===== config.mk =====
export PLATFORM = sky130hd
export DESIGN_NAME = lsu_subword_ctrl_flat
export DESIGN_NICKNAME = d
export VERILOG_FILES = /design/src/rtl/lsu_subword_ctrl_if.sv /design/src/rtl/lsu_subword_ctrl.sv /design/src/flat_wrapper.sv
export SDC_FILE = /design/constraint.sdc
export NUM_CORES = 1
export LEC_CHECK = 0
export CAP_MARGIN = 15
export CORE_MARGIN = 4
export CORE_UTILIZATION = 43
export DETAILED_ROUTE_END_ITERATION = 10
export GPL_ROUTABILITY_DRIVEN = 0
export PLACE_DENSITY = 0.75
export SYNTH_ARGS = -nofsm -noshare
export SYNTH_HDL_FRONTEND = slang
export SYNTH_SLANG_ARGS = --single-unit

===== constraint.sdc =====
create_clock -name clk -period 6.95 [get_ports clk]
set_input_delay 1.0425 -clock clk [delete_from_list [all_inputs] [get_ports clk]]
set_output_delay 1.0425 -clock clk [all_outputs]
set_load 0.01 [all_outputs]

===== src/rtl/lsu_subword_ctrl_if.sv =====
// Word-wide data-memory bus with a ready/ack handshake.
// The LSU drives the request side (master); the memory answers (slave).
interface lsu_subword_ctrl_if #(
  parameter int ADDR_W = 32
);
  logic              mem_req;
  logic              mem_we;
  logic [ADDR_W-1:0] mem_addr;
  logic [31:0]       mem_wdata;
  logic [31:0]       mem_rdata;
  logic              mem_ack;

  modport master (
    output mem_req, mem_we, mem_addr, mem_wdata,
    input  mem_rdata, mem_ack
  );

  modport slave (
    input  mem_req, mem_we, mem_addr, mem_wdata,
    output mem_rdata, mem_ack
  );
endinterface


===== src/rtl/lsu_subword_ctrl.sv =====
// Load/store sequencer for a word-only memory: lane-extracting loads and
// read-modify-write sub-word stores, stalling the core while a sequence runs.
module lsu_subword_ctrl #(
  parameter int ADDR_W = 32
) (
  input  logic              clk,
  input  logic              reset,
  input  logic              req,
  input  logic              we,
  input  logic [ADDR_W-1:0] addr,
  input  logic [31:0]       wdata,
  input  logic [3:0]        be,
  input  logic              sext,
  output logic [31:0]       rdata,
  output logic              done,
  output logic              err,
  output logic              stall,
  lsu_subword_ctrl_if.master mem
);

  typedef enum logic [1:0] {IDLE, RD, WR, RESP} state_t;

  state_t            state_q, state_d;
  logic              mem_req_q, mem_req_d;
  logic              mem_we_q, mem_we_d;
  logic [ADDR_W-1:0] mem_addr_q, mem_addr_d;
  logic [31:0]       mem_wdata_q, mem_wdata_d;
  logic [31:0]       rdata_q, rdata_d;
  logic              err_q, err_d;
  logic              done_q, done_d;

  logic              we_q, we_d;
  logic              sext_q, sext_d;
  logic [1:0]        off_q, off_d;
  logic [3:0]        be_q, be_d;
  logic [31:0]       wdata_q, wdata_d;

  logic              legal;
  logic [3:0]        lm;

  function automatic logic [31:0] extract(input logic [31:0] word, input logic [1:0] off,
                                          input logic [3:0] size, input logic sx);
    logic [31:0] s;
    s = word >> {off, 3'b000};
    case (size)
      4'b0001: extract = sx ? {{24{s[7]}}, s[7:0]} : {24'h0, s[7:0]};
      4'b0011: extract = sx ? {{16{s[15]}}, s[15:0]} : {16'h0, s[15:0]};
      default: extract = s;
    endcase
  endfunction

  function automatic logic [31:0] merge(input logic [31:0] word, input logic [31:0] data,
                                        input logic [1:0] off, input logic [3:0] lanes);
    logic [31:0] bm;
    for (int i = 0; i < 4; i++) bm[8*i +: 8] = {8{lanes[i]}};
    merge = (word & ~bm) | ((data << {off, 3'b000}) & bm);
  endfunction

  assign legal = (be == 4'b0001) ||
                 (be == 4'b0011 && !addr[0]) ||
                 (be == 4'b1111 && addr[1:0] == 2'b00);
  assign lm    = be_q << off_q;

  always_comb begin
    state_d     = state_q;
    mem_req_d   = mem_req_q;
    mem_we_d    = mem_we_q;
    mem_addr_d  = mem_addr_q;
    mem_wdata_d = mem_wdata_q;
    rdata_d     = rdata_q;
    err_d       = err_q;
    done_d      = 1'b0;
    we_d        = we_q;
    sext_d      = sext_q;
    off_d       = off_q;
    be_d        = be_q;
    wdata_d     = wdata_q;
    case (state_q)
      IDLE: begin
        if (req) begin
          we_d       = we;
          sext_d     = sext;
          off_d      = addr[1:0];
          be_d       = be;
          wdata_d    = wdata;
          mem_addr_d = {addr[ADDR_W-1:2], 2'b00};
          if (!legal) begin
            err_d   = 1'b1;
            done_d  = 1'b1;
            state_d = RESP;
          end else if (we && be == 4'b1111) begin
            mem_req_d   = 1'b1;
            mem_we_d    = 1'b1;
            mem_wdata_d = wdata;
            state_d     = WR;
          end else begin
            mem_req_d = 1'b1;
            mem_we_d  = 1'b0;
            state_d   = RD;
          end
        end
      end
      RD: begin
        if (mem.mem_ack) begin
          if (!we_q) begin
            rdata_d   = extract(mem.mem_rdata, off_q, be_q, sext_q);
            err_d     = 1'b0;
            done_d    = 1'b1;
            mem_req_d = 1'b0;
            state_d   = RESP;
          end else begin
            // Read half of the read-modify-write: request stays up into WR.
            mem_wdata_d = merge(mem.mem_rdata, wdata_q, off_q, lm);
            mem_we_d    = 1'b1;
            state_d     = WR;
          end
        end
      end
      WR: begin
        if (mem.mem_ack) begin
          err_d     = 1'b0;
          done_d    = 1'b1;
          mem_req_d = 1'b0;
          mem_we_d  = 1'b0;
          state_d   = RESP;
        end
      end
      RESP:    state_d = IDLE;
      default: state_d = IDLE;
    endcase
  end

  always_ff @(posedge clk or negedge reset) begin
    if (!reset) begin
      state_q     <= IDLE;
      mem_req_q   <= 1'b0;
      mem_we_q    <= 1'b0;
      mem_addr_q  <= '0;
      mem_wdata_q <= '0;
      rdata_q     <= '0;
      err_q       <= 1'b0;
      done_q      <= 1'b0;
    end else begin
      state_q     <= state_d;
      mem_req_q   <= mem_req_d;
      mem_we_q    <= mem_we_d;
      mem_addr_q  <= mem_addr_d;
      mem_wdata_q <= mem_wdata_d;
      rdata_q     <= rdata_d;
      err_q       <= err_d;
      done_q      <= done_d;
    end
  end

  // Captured request fields; only meaningful once a sequence has started.
  always_ff @(posedge clk) begin
    we_q    <= we_d;
    sext_q  <= sext_d;
    off_q   <= off_d;
    be_q    <= be_d;
    wdata_q <= wdata_d;
  end

  assign rdata         = rdata_q;
  assign done          = done_q;
  assign err           = err_q;
  assign stall         = reset & req & ~done_q;
  assign mem.mem_req   = mem_req_q;
  assign mem.mem_we    = mem_we_q;
  assign mem.mem_addr  = mem_addr_q;
  assign mem.mem_wdata = mem_wdata_q;

endmodule


===== src/flat_wrapper.sv =====
// flat-port wrapper written by rule: the top's interface ports become plain ports
module lsu_subword_ctrl_flat 
#(
  parameter int ADDR_W = 32
)
  (clk, reset, req, we, addr, wdata, be, sext, rdata, done, err, stall, mem_mem_req, mem_mem_we, mem_mem_addr, mem_mem_wdata, mem_mem_rdata, mem_mem_ack);
  lsu_subword_ctrl_if #(.ADDR_W(ADDR_W)) mem_i ();
  input  logic clk;
  input  logic reset;
  input  logic req;
  input  logic we;
  input  logic [ADDR_W-1:0] addr;
  input  logic [31:0] wdata;
  input  logic [3:0] be;
  input  logic sext;
  output logic [31:0] rdata;
  output logic done;
  output logic err;
  output logic stall;
  output wire logic [$bits(mem_i.mem_req)-1:0] mem_mem_req;
  output wire logic [$bits(mem_i.mem_we)-1:0] mem_mem_we;
  output wire logic [$bits(mem_i.mem_addr)-1:0] mem_mem_addr;
  output wire logic [$bits(mem_i.mem_wdata)-1:0] mem_mem_wdata;
  input wire logic [$bits(mem_i.mem_rdata)-1:0] mem_mem_rdata;
  input wire logic [$bits(mem_i.mem_ack)-1:0] mem_mem_ack;
  assign mem_mem_req = mem_i.mem_req;
  assign mem_mem_we = mem_i.mem_we;
  assign mem_mem_addr = mem_i.mem_addr;
  assign mem_mem_wdata = mem_i.mem_wdata;
  assign mem_i.mem_rdata = mem_mem_rdata;
  assign mem_i.mem_ack = mem_mem_ack;
  lsu_subword_ctrl #(.ADDR_W(ADDR_W)) u_core (.clk(clk), .reset(reset), .req(req), .we(we), .addr(addr), .wdata(wdata), .be(be), .sext(sext), .rdata(rdata), .done(done), .err(err), .stall(stall), .mem(mem_i));
endmodule

Word level (Yosys, flattened, before mapping)
Index checks and enable logic that the tools add are counted.
- reductions and logical operators: 17
- shift-type cells: 3
- multiplexer cells: 37
- bitwise operators: 8
- equality and inequality tests: 16
- operators with widths (kind ; count):
    $mux 32 ; 7
    $pmux 32 s2 ; 2
    $and 32x32->32 ; 2
    $not 32->32 ; 1
    $or 32x32->32 ; 1
    $shl 32x5->32 ; 1
    $shr 32x5->32 ; 1
    $reduce_and 6->1 ; 4
    $mux 1 ; 18
    $pmux 1 s3 ; 4
    $mux 2 ; 5
    $ne 2x2->1 const B ; 5
    $eq 4x1->1 const B ; 2
    $eq 4x2->1 const B ; 2
    $pmux 2 s4 ; 1
    $ne 2x1->1 const B ; 3
    $reduce_and 3->1 ; 2
    $eq 2x2->1 const B ; 2
    $eq 4x4->1 const B ; 1
    $logic_not 2->1 ; 2
    $shl 4x2->4 ; 1
    $logic_and 1x1->1 ; 3
    $reduce_bool 3->1 ; 1
    $and 1x1->1 ; 2
    other kinds (6) ; 8
- output and inout bits: 101
- register bits after elaboration: 140
- logic and storage cells: 94
- input port bits: 106

Logic depth before layout (Yosys ltp)
Gate-level depths: netlist of the first run.
- depth in word-level cells: 7
- gate-level depth with buffers: 8
- depth with buffers taken out: 7

Least setup slack after synthesis of the first run
OpenSTA, ideal clock, no wires.
- path type: input -> register
- start: input port req
- end: register u_core.mem_addr_q[23], in the netlist u_core.mem.mem_addr[23]
- stages: 4
- data arrival time: 3.049 ns
- setup time: 0.128 ns
- setup slack: 3.773 ns
- data required time: 6.822 ns
- path buffers: 1
- path through: nand2_1 > inv_1 > buf_1 > mux2_2
- cells in the longest elaborated chain, start to end: 1
- RTL lines (element ; RTL line ; text):
    start: declaration ; flat_wrapper.sv:10 ; input logic req;
    $reduce_and 2->1 (no line) ; n/a ;
    end signal: assignment ; lsu_subword_ctrl.sv:147 ; mem_addr_q <= mem_addr_d;
    end: declaration ; lsu_subword_ctrl.sv:26 ; logic [ADDR_W-1:0] mem_addr_q, mem_addr_d;
No other way between the ends.
A chain may end at the register's enable or synchronous reset.

Final worst setup path of the first run
- start: input port req
- end: output port stall
- cells in the longest elaborated chain, start to end: 2
- RTL lines (element ; RTL line ; text):
    $and 1x1->1 (2 in series) ; lsu_subword_ctrl.sv:167 ; assign stall = reset & req & ~done_q;
    end: declaration ; flat_wrapper.sv:19 ; output logic stall;
No other way between the ends.

==> results.yml, run 1 <==
status:
  status: "complete, no violations"
drt:
  first_iter_violations: 390
  dr_total_vias: 5444
  drc: 0
  via_per_inst: 5.566
  wl_per_cell_microns: 19.55
  wl_mm: 19.12
  ant_nets: 0
  dr.pass1.iters: 5
synthesis:
  netlist_area_sq_um: 6678
  async_flop_share: 0.7143
  avgSynthCellArea_sq_um: 11.40
  synth-seq-cells: 140
  synth_cell_types: 42
  synth_warnings: 0
  synthCells: 586
  yosysSeqAreaShare: 0.5546
  synth_edf_count: 40
  synthFlopType: "dfrtp_1"
critical_path:
  critical_path_arrival_ps: 2280
  cpPeakStageDelay_ps: 550
  slowest_stage: "clkdlybuf4s50_1"
  required_ps: 5910
  path_cells: "clkdlybuf4s50_1 -> nand2_1 -> nor2_1 -> clkdlybuf4s50_1"
  path_buf_inv: 2
  critPathTopFamily: "buffers and inverters"
  cp_max_fo: 3
  crit_path_frequent_cell: "clkdlybuf4s50_1"
  worstSetupStartpointType: "primary input"
  cp-end-kind: "primary output"
  critPathKind: "primary input to primary output"
placement:
  placed_cell_area_sq_um: 8811
  port_buffers: 204
  place_inst: 945
  dpl.hpwl_mm: 14.07
die:
  dieArea_sq_um: 17590
  initial_core_util: 0.4393
  std_cell_rows: 45
  fp.coreArea_sq_um: 15200
  die_w_microns: 132.6
  die_y_microns: 132.6
  ios: 207
cells_and_area:
  regArea_sq_um: 3704
  mostFrequentLayoutCells: "clkdlybuf4s50_1, dfrtp_1, mux2i_1, nand2_1, nor2_1"
  n_antenna_cell: 0
  multi_input_area_sq_um: 2761
  final_common_cell: "clkdlybuf4s50_1"
  nets: 888
  syn_to_final_growth_pct: 40.90
  layoutNonFillerInstCount: 978
  drive_gt1_frac: 0.1089
  stdcell_area_sq_um: 9409
  post-route-util: 0.6189
  nFillCells: 1195
timing:
  finalSetupViolCount: 0
  hold_violations: 0
  clock_skew_ps: 6.962
  setup_tns_ps: 0
  tightest_slew_ps: 1105
  max_freq_ghz: 0.3013
  rsz0062_at_grt: "false"
  max-slew-margin-rel: 0.2619
  post-route-period-util: 0.4776
  period_needed_ps: 3319
  slew_viol_final: 0
power_and_ir_drop:
  finalPower_mw: 3.974
  total_leakage_power_nw: 3.903
  irDropWorstVdd_mv: 0.2721
  cellPowerDensity_nw_per_um2: 422.4
clock_tree:
  holdBufCountCts: 0
  cts_setup_buffers: 0
  htree_levels: 4
  post_cts_resized: 0
  cts_root_buf: "clkbuf_16"
  clk_latency_ps: 420
  cts-buffers-inserted: 17
  clock_sinks: 140
  clock_path_buffers: 2
  cts_tree: "built"
  clk_transition_reported_paths_ps: 50
grt:
  antenna_found_initial: 0
  grt_pass1_wl_mm: 30.06
  grt_overflow: 0
  grt_max_degree: 72
  grt_pass1_vias: 5577
  grtUsageTotal: 0.2174
flow_run:
  cap_viol_max_count: 0
worst_hold_path:
  hp-class: "flop to flop"
-- final timing paths --
| check | slack [ps] | endpoint | cells past startpoint | from |
|---|---|---|---|---|
| max in group asynchronous | 5130 | u_core.mem.mem_wdata[24] | 2 | reset |
| max | 3630 | stall | 4 | req |
| min reg2reg | 490 | u_core.mem.mem_wdata[24] | 1 | u_core.mem.mem_wdata[24] |
| max reg2reg | 3830 | u_core.rdata[17] | 7 | u_core.state_q[1] |
| min | 490 | u_core.mem.mem_wdata[24] | 1 | u_core.mem.mem_wdata[24] |
| min in group asynchronous | 590 | u_core.rdata[7] | 1 | reset |
-- power by group --
part	internal [mW]	switching, mW
sequential	1.19	0.189
clock	0.560	0.340
combinational	0.896	0.797
total	2.65	1.33
-- worst reg2reg max path: stages, from the launching register on --
cell	delay (ps)
dfrtp_1	410
inv_1	110
ha_1	150
buf_4	300
and2b_1	250
nand2_1	640
nor4b_4	970
a221o_1	230
-- cell usage after synthesis, types with 2 or more instances --
master,number,area share
inv_1,6,0.0034
o2bb2ai_1,2,0.0026
mux2i_1,71,0.11
o21ai_0,50,0.037
a222oi_1,8,0.012
or2_2,2,0.0019
o22ai_1,2,0.0019
a221o_1,16,0.024
buf_2,6,0.0045
buf_1,5,0.0028
a21o_1,9,0.010
edfxtp_1,40,0.18
nand2_1,60,0.034
ha_1,5,0.0094
buf_6,4,0.0067
nor2_1,56,0.031
buf_4,3,0.0034
a211oi_1,9,0.010
mux2_2,39,0.066
a21oi_1,50,0.037
clkbuf_1,22,0.012
and2_1,2,0.0019
dfrtp_1,100,0.37
-- kinds of logic after synthesis --
kind of cell,synth area share
buffers and inverters,0.03373
and+or+nand+nor,0.08113
AOI/OAI and AO/OA,0.1450
adders and majority gates,0.009369
other,0.0005616
DFF,0.5546
muxes,0.1756
-- final cells by class --
class                   count  share of cell area
well taps                 188             0.02500
clock inverters            13             0.01596
repair buffers            211              0.2231
clock buffers              19             0.04601
multi-input cells         400              0.2935
inverters                   7            0.002793
flip-flops and latches    140              0.3936
-- sequential cells by signal, summed over array words and instances (netlist names) --
register,cells
u_core.mem.mem_wdata,32
u_core.rdata,32
u_core.wdata_q,32
u_core.mem.mem_addr,30
u_core.be_q,4
u_core.off_q,2
u_core.state_q,2
u_core.done,1
u_core.err,1
u_core.mem.mem_req,1
u_core.mem.mem_we,1
u_core.sext_q,1
u_core.we_q,1
-- per-stage QoR --
step	hold WS [ps]	worst slack [ps]
finish	489.3	3631
global route	492.8	3485
CTS	482.9	3628
detailed placement	469.7	3241
global placement	464.4	3398
floorplan	500.1	3773
-- routing by layer --
metal | GRT usage | wire (microns) | vias up
met5 | 0 | 0 | -
met4 | 0.06928 | 435 | 0
met3 | 0.09582 | 2145 | 32
met2 | 0.3369 | 8697 | 275
met1 | 0.2752 | 7837 | 2618
li1 | - | - | 2519
No activity file was read; power rests on OpenSTA's default activity.
==> inputs of run 2 (changes only) <==
==> constraint.sdc (replaced) <==
create_clock -name clk -period 3.28 [get_ports clk]
set_input_delay 0.492 -clock clk [delete_from_list [all_inputs] [get_ports clk]]
set_output_delay 0.492 -clock clk [all_outputs]
set_load 0.01 [all_outputs]
==> run 2 against run 1 <==
  * Hold slack lost 300 ps
  * First-iteration DRC count grew 16%
  * Clock skew is essentially flat
  * Register-to-register slack lost 3000 ps
  * Combinational power grew 110%
  * Sequential power grew 110%
  * Die area is the same
  * Clock-buffer cell count grew 6
  * Via count grew 0.81%
  * Highest routed layer unchanged
  * Cell area grew 0.93%
  * Flip-flop and latch count is the same
==> results.yml, run 2 (synthesized netlist as in run 1, its figures left out) <==
drt:
  via_per_inst: 5.566
  drc: 0
  top_layer_used: "met4"
  first_iter_violations: 452
  wl_met2_mm: 9.159
  ant_nets: 0
  wl_per_cell_microns: 19.88
  dr.pass1.iters: 8
  met1_length_mm: 7.993
  dr_total_vias: 5488
  met3_length_mm: 2.049
  wl_mm: 19.60
power_and_ir_drop:
  total_leakage_power_nw: 3.954
  cellPowerDensity_nw_per_um2: 898.0
  irDropWorstVdd_mv: 0.4497
die:
  dieArea_sq_um: 17590
  die_w_microns: 132.6
  initial_core_util: 0.4393
  die_y_microns: 132.6
  ios: 207
  std_cell_rows: 45
  fp.coreArea_sq_um: 15200
clock_tree:
  cts_tree: "built"
  cts_setup_buffers: 0
  clock_path_buffers: 2
  cts-buffers-inserted: 17
  clk_transition_reported_paths_ps: 60
  clock_sinks: 140
  post_cts_resized: 0
  holdBufCountCts: 0
  cts_root_buf: "clkbuf_16"
  htree_levels: 4
  clk_latency_ps: 410
cells_and_area:
  nFillCells: 1195
  layoutNonFillerInstCount: 986
  n_antenna_cell: 0
  nets: 896
  final_common_cell: "clkdlybuf4s50_1"
  syn_to_final_growth_pct: 42.21
  regArea_sq_um: 3704
  drive_gt1_frac: 0.1153
  mostFrequentLayoutCells: "clkdlybuf4s50_1, dfrtp_1, mux2i_1, nand2_1, nor2_1"
  multi_input_area_sq_um: 2761
grt:
  grt_overflow: 0
  grt_pass1_wl_mm: 31.24
  grt_max_degree: 61
  grtUsageTotal: 0.2246
  antenna_found_initial: 0
  grt_pass1_vias: 5673
critical_path:
  path_cells: "inv_1 -> ha_1 -> buf_4 -> inv_2 -> buf_4 -> nor2_1 -> a222oi_1 -> a21oi_1"
  cp.depth: 8
  worstSetupStartpointType: "flop"
  path_buf_inv: 4
  slowest_stage: "nor2_1"
  cp-end-kind: "flop"
  cp_max_fo: 33
  critPathKind: "flop to flop"
  critical_path_arrival_ps: 2820
  rrSetupSlack_ps: 790
  critPathTopFamily: "buffers and inverters"
  cpPeakStageDelay_ps: 560
  crit_path_frequent_cell: "buf_4"
  ff2ff_path_depth: 8
  required_ps: 3620
placement:
  dpl.hpwl_mm: 14.55
  port_buffers: 204
  place_inst: 954
timing:
  rsz0062_at_grt: "false"
  finalSetupViolCount: 0
  slew_viol_final: 0
  hold_violations: 0
  period_needed_ps: 2485
  post-route-period-util: 0.7576
  max_freq_ghz: 0.4024
  setup_tns_ps: 0
  max-slew-margin-rel: 0.4214
  clock_skew_ps: 7.193
  tightest_slew_ps: 866.6
flow_run:
  cap_viol_max_count: 0
worst_hold_path:
  hp-class: "primary input to asynchronous set/reset pin"
status:
  status: "complete, no violations"
run 2: cell types whose count changed in the layout (fill, tap and decap cells not counted):
| cell | before | now |
|---|---|---|
| buf_12 | 0 | 1 |
| buf_4 | 7 | 15 |
| buf_8 | 1 | 0 |
| clkbuf_1 | 2 | 4 |
| clkbuf_8 | 0 | 4 |
| clkinv_2 | 7 | 4 |
| clkinv_4 | 2 | 0 |
| clkinvlp_4 | 1 | 0 |
run 2: path summary, 6_finish.rpt:
| kind | from | end |
|---|---|---|
| min in group clk | u_core.rdata[1] | u_core.rdata[1] |
| worst max register to register | u_core.state_q[1] | u_core.mem.mem_wdata[20] |
| max in group asynchronous | reset | u_core.mem.mem_addr[2] |
| worst max-delay path | u_core.state_q[1] | u_core.mem.mem_wdata[20] |
| worst min-delay path | reset | u_core.rdata[15] |
| worst min register to register | u_core.rdata[1] | u_core.rdata[1] |
run 2: where the power goes:
group | internal [mW] | switching, mW | leakage (nW)
logic | 1.92 | 1.70 | 2.08
clock network | 1.27 | 0.700 | 0.301
registers | 2.52 | 0.407 | 1.58
total | 5.72 | 2.81 | 3.95
run 2: layout make-up:
class | count | share of cell area
clock buffer | 25 | 0.05217
clock inverter | 7 | 0.01159
inverter | 7 | 0.002767
multi-input combinational | 400 | 0.2908
sequential | 140 | 0.3900
tap | 188 | 0.02477
timing repair buffer | 219 | 0.2279
run 2: through the flow:
stage | setup slack [ps] | power, mW | hold WS, ps | util | area (sq um)
after floorplan | 430.2 | 4.713 | 196.4 | - | 6681
after global placement | 809.2 | 6.461 | 463.7 | 0.5849 | 8891
after detailed placement | 680.7 | 6.586 | 470.5 | 0.5849 | 8891
after CTS | 790.9 | 8.586 | 191.1 | 0.6247 | 9497
after global routing | 599.4 | 9.043 | 230.9 | 0.6247 | 9497
final | 795.0 | 8.528 | 189.7 | 0.6247 | 9497
run 2: metal layers:
| metal | GRT usage | up-vias |
|---|---|---|
| met1 | 0.2904 | 2640 |
| met2 | 0.3511 | 280 |
| met3 | 0.08631 | 29 |
| met5 | 0 | - |
| li1 | - | 2539 |
| met4 | 0.06986 | 0 |
==> inputs of run 3 (changes only) <==
--- a/config.mk
+++ b/config.mk
@@ -10,7 +10,7 @@
 export CORE_UTILIZATION = 43
 export DETAILED_ROUTE_END_ITERATION = 10
 export GPL_ROUTABILITY_DRIVEN = 0
-export PLACE_DENSITY = 0.75
+export PLACE_DENSITY = 0.78
 export SYNTH_ARGS = -nofsm -noshare
 export SYNTH_HDL_FRONTEND = slang
 export SYNTH_SLANG_ARGS = --single-unit
==> constraint.sdc (replaced) <==
create_clock -name clk -period 2.1 [get_ports clk]
set_input_delay 0.315 -clock clk [delete_from_list [all_inputs] [get_ports clk]]
set_output_delay 0.315 -clock clk [all_outputs]
set_load 0.01 [all_outputs]
==> run 3 against run 2 <==
  * Clock power is 61% higher
  * Clock skew is 0.82 ps higher
  * Flip-flop and latch count stayed put
  * Via count is 2.2% higher
  * Non-clock buffer count is 25 higher
  * Routed wire length is 5.5% higher
  * Largest cell class unchanged
==> results.yml, run 3 (synthesized netlist as in run 1, its figures left out) <==
clock_tree:
  clk_transition_reported_paths_ps: 60
  cts_root_buf: "clkbuf_16"
  cts_tree: "built"
  cts-buffers-inserted: 17
  holdBufCountCts: 0
  clock_sinks: 140
  clk_latency_ps: 420
  clock_path_buffers: 2
  htree_levels: 4
timing:
  post-route-period-util: 0.9939
  max-slew-margin-rel: 0.5668
  slew_viol_final: 0
  hold_violations: 0
  tightest_slew_ps: 647.5
  holdWs_ps: 12.32
  finalSetupViolCount: 0
  clock_skew_ps: 8.014
  period_needed_ps: 2087
  max_freq_ghz: 0.4791
flow_run:
  cap_viol_max_count: 0
critical_path:
  regToRegEndpoint: "u_core.mem.mem_wdata[14]"
  critical_path_arrival_ps: 2420
  critPathLaunch: "u_core.state_q[1]"
  worstSetupStartpointType: "flop"
  path_buf_inv: 4
  path_cells: "inv_2 -> ha_1 -> buf_6 -> a21boi_0 -> or3_1 -> buf_4 -> o31ai_4 -> clkbuf_16 -> nor2_1 -> a21oi_1"
  critPathTopFamily: "buffers and inverters"
  cpPeakStageDelay_ps: 400
  ff2ff_path_depth: 10
  critPathKind: "flop to flop"
  rrSetupSlack_ps: 10
  r2r_start: "u_core.state_q[1]"
  cp_max_fo: 6
  required_ps: 2430
  slowest_stage: "or3_1"
  cp-end-kind: "flop"
status:
  status: "complete, no violations"
drt:
  wl_per_cell_microns: 20.46
  ant_nets: 0
  wl_mm: 20.68
  drc: 0
  first_iter_violations: 464
  via_per_inst: 5.545
  dr.pass1.iters: 6
  dr_total_vias: 5606
power_and_ir_drop:
  irDropWorstVdd_mv: 0.7594
  total_leakage_power_nw: 4.141
  cellPowerDensity_nw_per_um2: 1410
  finalPower_mw: 13.95
grt:
  grt_max_degree: 101
  grt_busiest_layer: "met2"
  grtUsageTotal: 0.2299
  grt_use_met1: 0.2925
  met3_usage: 0.09924
  grtUsageMet2: 0.3542
  grt_pass1_vias: 5760
  grt_pass1_wl_mm: 31.64
  antenna_found_initial: 1
  grt_overflow: 0
cells_and_area:
  nets: 921
  final_common_cell: "clkdlybuf4s50_1"
  n_antenna_cell: 0
  post-route-util: 0.6509
  syn_to_final_growth_pct: 48.19
  mostFrequentLayoutCells: "clkdlybuf4s50_1, dfrtp_1, mux2i_1, nand2_1, nor2_1"
  drive_gt1_frac: 0.1555
die:
  ios: 207
  die_y_microns: 132.6
  fp.coreArea_sq_um: 15200
  initial_core_util: 0.4393
  dieArea_sq_um: 17590
  std_cell_rows: 45
  die_w_microns: 132.6
worst_hold_path:
  hp-class: "primary input to asynchronous set/reset pin"
placement:
  dpl.hpwl_mm: 15.23
  port_buffers: 204
[run 3: timing repair]
action                                  in CTS  in global routing
pin swaps                                    0                  1
endpoints found under the setup margin       8                 19
setup buffers                                0                  3
cloned                                       0                  2
gates resized for setup                      1                  9
endpoints found under the hold margin        0                  0
[run 3: per-layer routing]
layer / part of all wire / up-vias / routed length (microns)
li1: - / 2585 / -
met1: 0.41 / 2688 / 8532
met2: 0.46 / 297 / 9534
met3: 0.11 / 34 / 2247
met4: 0.017 / 2 / 354
met5: 0.00058 / - / 12
[run 3: where the power goes]
part           total [mW]  internal (mW)  leakage (nW)  switching (mW)
registers            4.58           3.94          1.58           0.640
logic                6.20           3.34          2.26            2.86
clock network        3.17           2.01         0.304            1.16
total                14.0           9.29          4.14            4.66
[run 3: worst max path at each step]
stage                                    end  cells past startpoint
floorplan            u_core.mem.mem_addr[23]                      6
global placement            u_core.rdata[29]                      5
detailed placement          u_core.rdata[30]                      5
CTS                 u_core.mem.mem_wdata[30]                      9
global route         u_core.mem.mem_wdata[8]                     10
finish              u_core.mem.mem_wdata[14]                     10
[run 3: final cells by class]
| type | instances | area (sq um) |
|---|---|---|
| Sequential cell | 140 | 3704 |
| Fill cell | 1158 | 5306 |
| Clock buffer | 20 | 446.7 |
| Tap cell | 188 | 235.2 |
| Timing Repair Buffer | 244 | 2516 |
| Clock inverter | 12 | 168.9 |
| Inverter | 7 | 26.28 |
| Multi-Input combinational cell | 400 | 2799 |
[run 3: per-stage QoR]
| step | instances | cell area (sq um) | setup WS, ps | setup TNS, ps |
|---|---|---|---|---|
| 6_report | 1011 | 9896 | 12.88 | 0 |
| 5_1_grt | 1011 | 9896 | -38.78 | -326.3 |
| 2_1_floorplan | 587 | 6683 | 13.63 | 0 |
| 4_1_cts | 1006 | 9787 | 14.97 | 0 |
| 3_5_place_dp | 974 | 9166 | -135.6 | -1114 |
| 3_3_place_gp | 974 | 9166 | -38.86 | -337.8 |
